`config.mk`:
```
export PLATFORM = sky130hd
export DESIGN_NAME = seg_scan_display
export DESIGN_NICKNAME = d
export VERILOG_FILES = /design/src/rtl/seg_scan_display.sv
export SDC_FILE = /design/constraint.sdc
export NUM_CORES = 1
export LEC_CHECK = 0
export ABC_AREA = 1
export CAP_MARGIN = 0
export CORE_ASPECT_RATIO = 0.75
export CORE_UTILIZATION = 25
export DETAILED_ROUTE_END_ITERATION = 10
export GPL_TIMING_DRIVEN = 0
export HOLD_SLACK_MARGIN = 0.05
export PLACE_DENSITY = 0.41
export REMOVE_ABC_BUFFERS = 1
export SKIP_CTS_REPAIR_TIMING = 1
export SYNTH_ARGS = -nofsm -noshare
export SYNTH_HDL_FRONTEND = slang
export SYNTH_SLANG_ARGS = --single-unit
```
`constraint.sdc`:
```
create_clock -name clock -period 2.06 [get_ports clock]
set_clock_uncertainty 0.15 [all_clocks]
set_input_delay 0.515 -clock clock [delete_from_list [all_inputs] [get_ports clock]]
set_output_delay 0.515 -clock clock [all_outputs]
set_load 0.01 [all_outputs]
```
`src/rtl/seg_scan_display.sv`:
```
// seg_scan_display: time-multiplexed common-anode 7-segment scanner with load-strobed shadow registers.
// Ports: clock, rst_n (async active-low), load (captures value/dp/blink), value (hex nibbles),
// dp (per-digit decimal point), blink (per-digit blink), enable (0 blanks at next tick),
// seg (active-low, seg[7]=dp), an (active-low anodes).
// Optional macro SEG_LZ_BLANK_EN blanks leading-zero digits (digit 0 is never blanked).
module seg_scan_display #(
    parameter int DIGITS    = 4,
    parameter int SCAN_DIV  = 125000,
    parameter int BLINK_DIV = 21
) (
    input  logic                  clock,
    input  logic                  rst_n,
    input  logic                  load,
    input  logic [4*DIGITS-1:0]   value,
    input  logic [DIGITS-1:0]     dp,
    input  logic [DIGITS-1:0]     blink,
    input  logic                  enable,
    output logic [7:0]            seg,
    output logic [DIGITS-1:0]     an
);
    localparam int PW = $clog2(SCAN_DIV);
    localparam int IW = DIGITS > 1 ? $clog2(DIGITS) : 1;
    localparam int BW = BLINK_DIV > 1 ? $clog2(BLINK_DIV) : 1;

    logic [PW-1:0]       pre;
    logic [IW-1:0]       idx;
    logic [BW-1:0]       bcnt;
    logic                phase_off;
    logic [4*DIGITS-1:0] sh_val;
    logic [DIGITS-1:0]   sh_dp;
    logic [DIGITS-1:0]   sh_blink;
    logic                tick;
    logic [3:0]          nib;
    logic [6:0]          glyph;

    function automatic logic [6:0] dec(input logic [3:0] n);
        case (n)
            4'h0: return 7'h40;
            4'h1: return 7'h79;
            4'h2: return 7'h24;
            4'h3: return 7'h30;
            4'h4: return 7'h19;
            4'h5: return 7'h12;
            4'h6: return 7'h02;
            4'h7: return 7'h78;
            4'h8: return 7'h00;
            4'h9: return 7'h10;
            4'hA: return 7'h08;
            4'hB: return 7'h03;
            4'hC: return 7'h46;
            4'hD: return 7'h21;
            4'hE: return 7'h06;
            default: return 7'h0E;
        endcase
    endfunction

    assign tick = pre == PW'(SCAN_DIV - 1);
    assign nib  = sh_val[{idx, 2'b00} +: 4];

`ifdef SEG_LZ_BLANK_EN
    // lz[i] is set when every nibble from i up to the top digit is zero
    logic [DIGITS-1:0] lz;
    always_comb begin
        logic z;
        lz = '0;
        z  = 1'b1;
        for (int i = DIGITS - 1; i >= 0; i--) begin
            z     = z && (sh_val[4*i +: 4] == 4'd0);
            lz[i] = z;
        end
    end
    assign glyph = (idx != '0 && lz[idx]) ? 7'h7F : dec(nib);
`else
    assign glyph = dec(nib);
`endif

    always_ff @(posedge clock or negedge rst_n) begin
        if (!rst_n) begin
            pre       <= '0;
            idx       <= '0;
            bcnt      <= '0;
            phase_off <= 1'b0;
            sh_val    <= '0;
            sh_dp     <= '0;
            sh_blink  <= '0;
            seg       <= 8'hFF;
            an        <= '1;
        end else begin
            // shadows update after this edge, so a coincident tick still shows the old frame
            if (load) begin
                sh_val   <= value;
                sh_dp    <= dp;
                sh_blink <= blink;
            end
            pre <= tick ? '0 : pre + 1'b1;
            if (tick) begin
                an        <= enable ? ~(DIGITS'(1) << idx) : '1;
                seg       <= (!enable || (sh_blink[idx] && phase_off)) ? 8'hFF : {~sh_dp[idx], glyph};
                idx       <= idx == IW'(DIGITS - 1) ? '0 : idx + 1'b1;
                bcnt      <= bcnt == BW'(BLINK_DIV - 1) ? '0 : bcnt + 1'b1;
                phase_off <= bcnt == BW'(BLINK_DIV - 1) ? ~phase_off : phase_off;
            end
        end
    end
endmodule

```
# Yosys cells after proc, flatten, opt, wreduce, memory -nomap -nowiden
# Memory sizes are Yosys's and may differ from the RTL's.
# Cells that the tools add are included.
# classes
n_addsub	3
n_lt_le_gt_ge	1
n_bitwise	3
shift	2
mux	9
eq_ne	3
reduce_logical	4
# op_table
op	count
$add 17x1->17 const B	1
$eq 17x17->1 const B	1
$mux 17	1
$shiftx 16x5->4	1
$mux 8	1
$add 5x1->5 const B	1
$eq 5x5->1 const B	1
$mux 5	1
$bmux 1 s2	2
$mux 4	1
$not 4->4	1
$shl 1x2->4 const A	1
$lt 2x3->1 const B	1
$add 2x1->2 const B	1
$eq 2x2->1 const B	1
$mux 1	2
$mux 2	1
$not 1->1	2
$reduce_and 2->1	1
$logic_and 1x1->1	1
$logic_not 1->1	1
$logic_or 1x1->1	1
# word_totals
inputBits	28
mem_count	1
regBits	61
mem_bits_ro	112
output_inout_bits	12
elab_cells	35
# memory_table
name	depth	word_bits	rd	rd_ports_with_merged_regs	write_ports	line	source
(no name shown)	16	7	1	0	0	37	case (n)

# Longest topological paths before layout
# Gate-level depths: netlist of the first run.
# depth
depth_word	5
mapped_depth	13
depth_no_buf	12

# Worst setup path after synthesis of the first run
# OpenSTA, ideal clock, no wires.
# synth_timing
kind	flip-flop to flip-flop
startpoint	register idx[0]
endpoint	register seg[0]
path_stages_with_launch	14
synth_period_minus_slack_ns	1.757
slack_ns	0.303
t_required_ns	1.828
setup_ns	0.082
n_path_buf	1
arrival_time_ns	1.526
cell_sequence	dfrtp_1 > inv_2 > buf_6 > nand2_1 > nand3_1 > nand2_2 > inv_1 > ha_1 > inv_1 > nand2_1 > nand3_1 > nand3_1 > nand2_1 > nand2_1
# synth_between
elab_chain_len	5
word_cells_on_any_way	7
cone_classes	1 x shift; 3 x mux; 2 x reduce/logical; 1 x memory
# synth_rtl
element	line	source
start: declaration	26	logic [IW-1:0] idx;
start signal: assignment	99	idx <= idx == IW'(DIGITS - 1) ? '0 : idx + 1'b1;
branches (longest 4 deep; another with $mem_v2 16x7)	n/a	
$mux 8 *	98	seg <= (!enable || (sh_blink[idx] && phase_off)) ? 8'hFF : {~sh_dp[idx], glyph};
end signal: assignment	98	
end: declaration	18	output logic [7:0] seg,
# Mark *: on every way between the ends. The select of a mux whose other input is x is not followed.
# A chain may end at the register's enable or synchronous reset.

# Worst setup path after layout of the first run
# Same ends and word-level chain as after synthesis.

==> results.sh, run 1 <==
export IMPL_cp_common_cell="nand2_1"
export IMPL_path_buf_inv=3
export IMPL_track_usage_pct=12.6
export IMPL_ctsLongestPathBuffers=2
export IMPL_synthCells=406
export IMPL_die_x_um=136
export IMPL_finalWorstSetupSlack_ns=0.110
export IMPL_dp_worst_setup_slack_ns=-0.459
export IMPL_maxCapViolations=0
export IMPL_worstSetupStartpointType="flop"
export IMPL_grt_pass1_vias=2644
export IMPL_dp_hpwl_um=5590
export IMPL_worstPathRequired_ns=2.16
export IMPL_multi_input_area_um2=1570
export IMPL_regArea_um2=1550
export IMPL_nNetsFinal=493
export IMPL_rows=36
export IMPL_dieArea_um2=14000
export IMPL_synth_seq_area_share_pct=45.5
export IMPL_r2r_start="idx[0]"
export IMPL_critical_path_peak_fanout=7
export IMPL_hold_path_class="in2async"
export IMPL_routed_wl_um=7850
export IMPL_synth_seq_cells=61
export IMPL_grt_max_degree=62
export IMPL_area_growth_pct=29.3
export IMPL_clk_pin_slew_ns=0.06
export IMPL_fin_crit_sh_pct=94.7
export IMPL_finalWeightedCongestion=0.840
export IMPL_cts_sinks=61
export IMPL_slowest_delay_ns=0.55
export IMPL_endpoint_kind="flop"
export IMPL_cts_htree_levels=3
export IMPL_vias=2696
export IMPL_die_y_um=103
export IMPL_synthesis_area_um2=3390
export IMPL_avgSynthCellArea_um2=8.34
export IMPL_worstPathCellList="buf_12, nand2_1, nand3_1, nand2_2, inv_1, ha_2, inv_1, nand2_1, nand3_1, nand3_1, nand2_1, nand2_1"
export IMPL_critical_path_arrival_ns=2.05
export IMPL_relSlewSlack_pct=23.9
export IMPL_period_needed_ns=1.95
export IMPL_io_pins=40
export IMPL_grt_pass1_wl_um=13500
export IMPL_start_util_pct=25.8
export IMPL_drv_slew=0
export IMPL_ant_nets=0
export IMPL_dr_pass1_iters=4
export IMPL_final_core_util_pct=33.4
export IMPL_root_buffer="clkbuf_16"
export IMPL_n_fill_cell=1350
export IMPL_antenna_found_initial=0
export IMPL_fmax_mhz=513
export IMPL_numCtsBuffers=9
export IMPL_avgRoutedWirePerCell_um=12.5
export IMPL_drtIter0Drc=203
export IMPL_drive_gt1_share_pct=18.6
export IMPL_grt_overflow_total=0
export IMPL_worstMarginPinSlew_ns=1.14
export IMPL_post_route_drc_count=0
export IMPL_synthDistinctLibCells=34
export IMPL_r2r_end="seg[0]"
export IMPL_status="finished clean"
export IMPL_setup_viol=0
export IMPL_cp_top_family="simple AND/OR/NAND/NOR gates"
export IMPL_r2r_slack_ns=0.11
export IMPL_power_leakage_uw=0.00215
export IMPL_crit_type="reg2reg"
export IMPL_hold_viol_final=0
export IMPL_crit_slowest_cell="dfrtp_4"
export IMPL_core_area_um2=13100
export IMPL_vias_per_cell=4.29
export IMPL_antenna_cells=0
export IMPL_vdd_drop_max_v=0.000413
export IMPL_synth_warnings=0
export IMPL_clock_latency_ns=0.32
export IMPL_rr_worst_depth=12
export IMPL_p_per_area_nw_per_um2=764
export IMPL_cts_tree="yes"
export IMPL_port_buffers=39
==> where the power goes <==
part	switching, uW	leakage, uW	internal [uW]
sequential	20.1	0.000739	1250
combinational	138	0.00123	124
clock	535	0.000176	1280
total	693	0.00215	2650
==> cells in the mapped netlist (all sizes together) <==
| library cell | count | area (um2) |
|---|---|---|
| a21oi | 8 | 43.8 |
| a31oi | 2 | 12.5 |
| buf | 5 | 46.3 |
| clkbuf | 2 | 7.51 |
| clkinv | 1 | 5.00 |
| dfrtp | 49 | 1230 |
| dfstp | 12 | 315 |
| ha | 13 | 163 |
| inv | 59 | 224 |
| mux2 | 18 | 203 |
| nand2 | 98 | 395 |
| nand3 | 43 | 235 |
| nand4 | 5 | 37.5 |
| nor2 | 45 | 199 |
| nor3 | 7 | 46.3 |
| o21ai | 28 | 140 |
| o31ai | 1 | 7.51 |
| or2 | 4 | 27.5 |
| xnor2 | 3 | 26.3 |
| xor2 | 3 | 26.3 |
==> final cells by class <==
class / count / area share [%]
clock buffers: 13 / 6.17
repair buffers: 42 / 10.3
clock inverters: 3 / 2.06
flip-flops and latches: 61 / 35.3
inverters: 60 / 5.40
well taps: 171 / 4.88
multi-input cells: 278 / 35.8
==> metrics by stage <==
step | std cells | hold WS, ns | power (uW) | setup TNS [ns] | instance area (um2)
detailed placement | 609 | 0.310 | 1550 | -11.68 | 3940
floorplan | 399 | 0.0694 | 1430 | 0 | 3330
CTS | 625 | 0.164 | 3390 | -3.71 | 4300
finish | 628 | 0.114 | 3340 | 0 | 4380
global route | 628 | 0.206 | 3490 | -0.00475 | 4380
global placement | 609 | 0.301 | 1550 | -119.08 | 3940
==> sequential cells by signal, summed over array words and instances, names as in the netlist <==
signal / cells
sh_blink: 4
seg: 8
an: 4
pre: 17
bcnt: 5
sh_val: 16
phase_off: 1
idx: 2
sh_dp: 4
==> worst reg2reg max path, stage by stage (launching register included) <==
cell     delay (ns)
dfrtp_4        0.55
buf_12         0.17
nand2_1        0.05
nand3_1        0.09
nand2_2        0.14
inv_1          0.08
ha_2           0.20
inv_1          0.07
nand2_1        0.07
nand3_1        0.07
nand3_1        0.09
nand2_1        0.09
nand2_1        0.05
==> worst max-delay path by stage <==
stage	startpoint	end	slack (ns)	cells past startpoint
3_5_place_dp	load	sh_val[11]	-0.46	2
2_1_floorplan	idx[0]	seg[0]	0.21	12
5_1_grt	idx[0]	seg[3]	-0.005	12
4_1_cts	idx[0]	seg[0]	-0.36	12
6_report	idx[0]	seg[0]	0.11	12
3_3_place_gp	rst_n	pre[13]	-1.93	1
==> cells by family after synthesis <==
| group | synth area share, % |
|---|---|
| xor gates and xnor gates | 1.55 |
| adders and majority gates | 4.80 |
| AOI/OAI and AO/OA | 6.02 |
| buffers and inverters | 8.35 |
| muxes | 5.98 |
| DFF | 45.5 |
| and+or+nand+nor | 27.8 |
==> per-layer routing <==
metal  track usage, %  routed length (um)
met1             18.4                4190
met2             17.9                3230
met3             3.34                 339
met4             3.59                  92
met5                0                   0
==> layout by cell type, fill, tap and decap left out, types with 4 or more instances in the layout <==
cell type	n
nand2_1	91
inv_1	52
dfrtp_1	47
nor2_1	39
nand3_1	38
o21ai_0	27
clkdlybuf4s50_1	25
mux2_2	18
dlymetal6s2s_1	13
ha_1	12
dfstp_2	12
clkbuf_16	9
a21oi_1	7
nor3_1	6
nand2_2	5
nand3_2	5
inv_2	4
nand4_1	4
Note: power is estimated with default switching activity, not from simulation.
==> run 2: changes to the inputs <==
==> constraint.sdc (replaced) <==
create_clock -name clock -period 2.46 [get_ports clock]
set_clock_uncertainty 0.15 [all_clocks]
set_input_delay 0.615 -clock clock [delete_from_list [all_inputs] [get_ports clock]]
set_output_delay 0.615 -clock clock [all_outputs]
set_load 0.01 [all_outputs]
==> results.sh, run 2 (same netlist as run 1, synthesis figures left out) <==
export IMPL_startpoint="load"
export IMPL_cts_sinks=61
export IMPL_maxCapViolations=0
export IMPL_dr_pass1_iters=4
export IMPL_intPower_uw=2220
export IMPL_worstMarginPinSlew_ns=1.16
export IMPL_drv_slew=0
export IMPL_power_frac_comb_pct=7.7
export IMPL_status="finished clean"
export IMPL_drtIter0Drc=205
export IMPL_r2r_start="idx[0]"
export IMPL_grt_pass1_vias=2644
export IMPL_reg_largest_list="pre: 17 flops, sh_val: 16 flops, seg: 8 flops"
export IMPL_switching_share_pct=20.6
export IMPL_worstPathCellList="clkdlybuf4s50_1, mux2_2"
export IMPL_routed_wl_um=7730
export IMPL_slowest_delay_ns=1.24
export IMPL_final_cells=625
export IMPL_r2r_end="seg[0]"
export IMPL_critical_path_peak_fanout=30
export IMPL_vias_per_cell=4.28
export IMPL_fmax_mhz=446
export IMPL_grt_max_degree=62
export IMPL_mostFrequentLayoutCells="91 x nand2_1, 52 x inv_1, 48 x dfrtp_1, 39 x nand3_1, 39 x nor2_1"
export IMPL_vias=2678
export IMPL_hold_path_class="in2async"
export IMPL_hold_viol_final=0
export IMPL_numCtsBuffers=9
export IMPL_rows=36
export IMPL_power_frac_seq_pct=37.9
export IMPL_start_util_pct=25.8
export IMPL_clk_pin_slew_ns=0.05
export IMPL_dieArea_um2=14000
export IMPL_area_growth_pct=26.9
export IMPL_period_needed_ns=2.24
export IMPL_crit_slowest_cell="clkdlybuf4s50_1"
export IMPL_top_register="pre"
export IMPL_drive_gt1_share_pct=17.4
export IMPL_rsz0062_at_grt="no"
export IMPL_endpoint_kind="flop"
export IMPL_crit_type="in2reg"
export IMPL_r2r_slack_ns=0.31
export IMPL_power_leakage_uw=0.00199
export IMPL_post_route_drc_count=0
export IMPL_port_buffers=39
export IMPL_die_x_um=136
export IMPL_worstSetupStartpointType="input port"
export IMPL_relSlewSlack_pct=22.1
export IMPL_cts_htree_levels=3
export IMPL_grt_pass1_wl_um=13500
export IMPL_p_per_area_nw_per_um2=651
export IMPL_antenna_cells=0
export IMPL_fin_area_um2=4300
export IMPL_switchingPower_uw=577
export IMPL_power_total_uw=2800
export IMPL_core_area_um2=13100
export IMPL_clock_power_share_pct=54.4
export IMPL_vdd_drop_max_v=0.000353
export IMPL_nNetsFinal=490
export IMPL_finalWeightedCongestion=0.840
export IMPL_ctsLongestPathBuffers=2
export IMPL_track_usage_pct=12.6
export IMPL_dp_hpwl_um=5590
export IMPL_dp_cells=609
export IMPL_clock_latency_ns=0.33
export IMPL_rr_worst_depth=12
export IMPL_final_common_cell="nand2_1"
export IMPL_setup_viol=0
export IMPL_antenna_found_initial=0
export IMPL_path_buf_inv=1
export IMPL_tns_ns=0
export IMPL_root_buffer="clkbuf_16"
export IMPL_cp_top_family="buffers and inverters"
export IMPL_cts_tree="yes"
export IMPL_io_pins=40
export IMPL_place_area_um2=3940
export IMPL_grt_overflow_total=0
export IMPL_avgRoutedWirePerCell_um=12.4
export IMPL_ant_nets=0
export IMPL_fin_crit_sh_pct=91.1
export IMPL_die_y_um=103
export IMPL_critical_path_arrival_ns=2.29
export IMPL_worstPathRequired_ns=2.51
export IMPL_largest_reg_flops=17
-- run 2: routing by layer --
layer / track usage [%] / wire length, um / part of all wire (%)
met5: 0 / 0 / 0
met3: 3.34 / 238 / 3.1
met1: 18.4 / 4220 / 55
met4: 3.59 / 86 / 1.1
met2: 17.9 / 3190 / 41
-- run 2: final cells by class --
cell class / instances / area, um2
timing repair buffer: 39 / 388
fill: 1354 / 8810
clock inverter: 3 / 90.1
sequential: 61 / 1540
inverter: 60 / 229
clock buffer: 13 / 270
tap: 171 / 214
multi-input combinational: 278 / 1560
-- run 2: metrics by stage --
stage / hold WS (ns) / worst slack [ns] / utilization [%]
after floorplan: 0.169 / 0.606 / -
after global placement: 0.301 / -1.63 / 30.0
after detailed placement: 0.310 / -0.159 / 30.0
after CTS: 0.264 / 0.0430 / 32.8
after global routing: 0.306 / 0.0863 / 32.8
final: 0.213 / 0.219 / 32.8
-- run 2: worst max path at each step --
stage                 end  slack (ns)  cells after the start
2_1_floorplan      seg[0]        0.61                     12
3_3_place_gp      pre[13]       -1.63                      1
3_5_place_dp   sh_val[11]       -0.16                      2
4_1_cts            seg[0]        0.04                     12
5_1_grt        sh_val[10]        0.09                      2
6_report       sh_val[11]        0.22                      2
-- run 2: power by group through the flow --
stage / registers [uW] / clock network (uW) / logic, uW
global placement: 1080 / 0 / 218
global route: 1070 / 1600 / 247
finish: 1060 / 1520 / 215
detailed placement: 1080 / 0 / 218
CTS: 1060 / 1560 / 219
floorplan: 1070 / 0 / 121
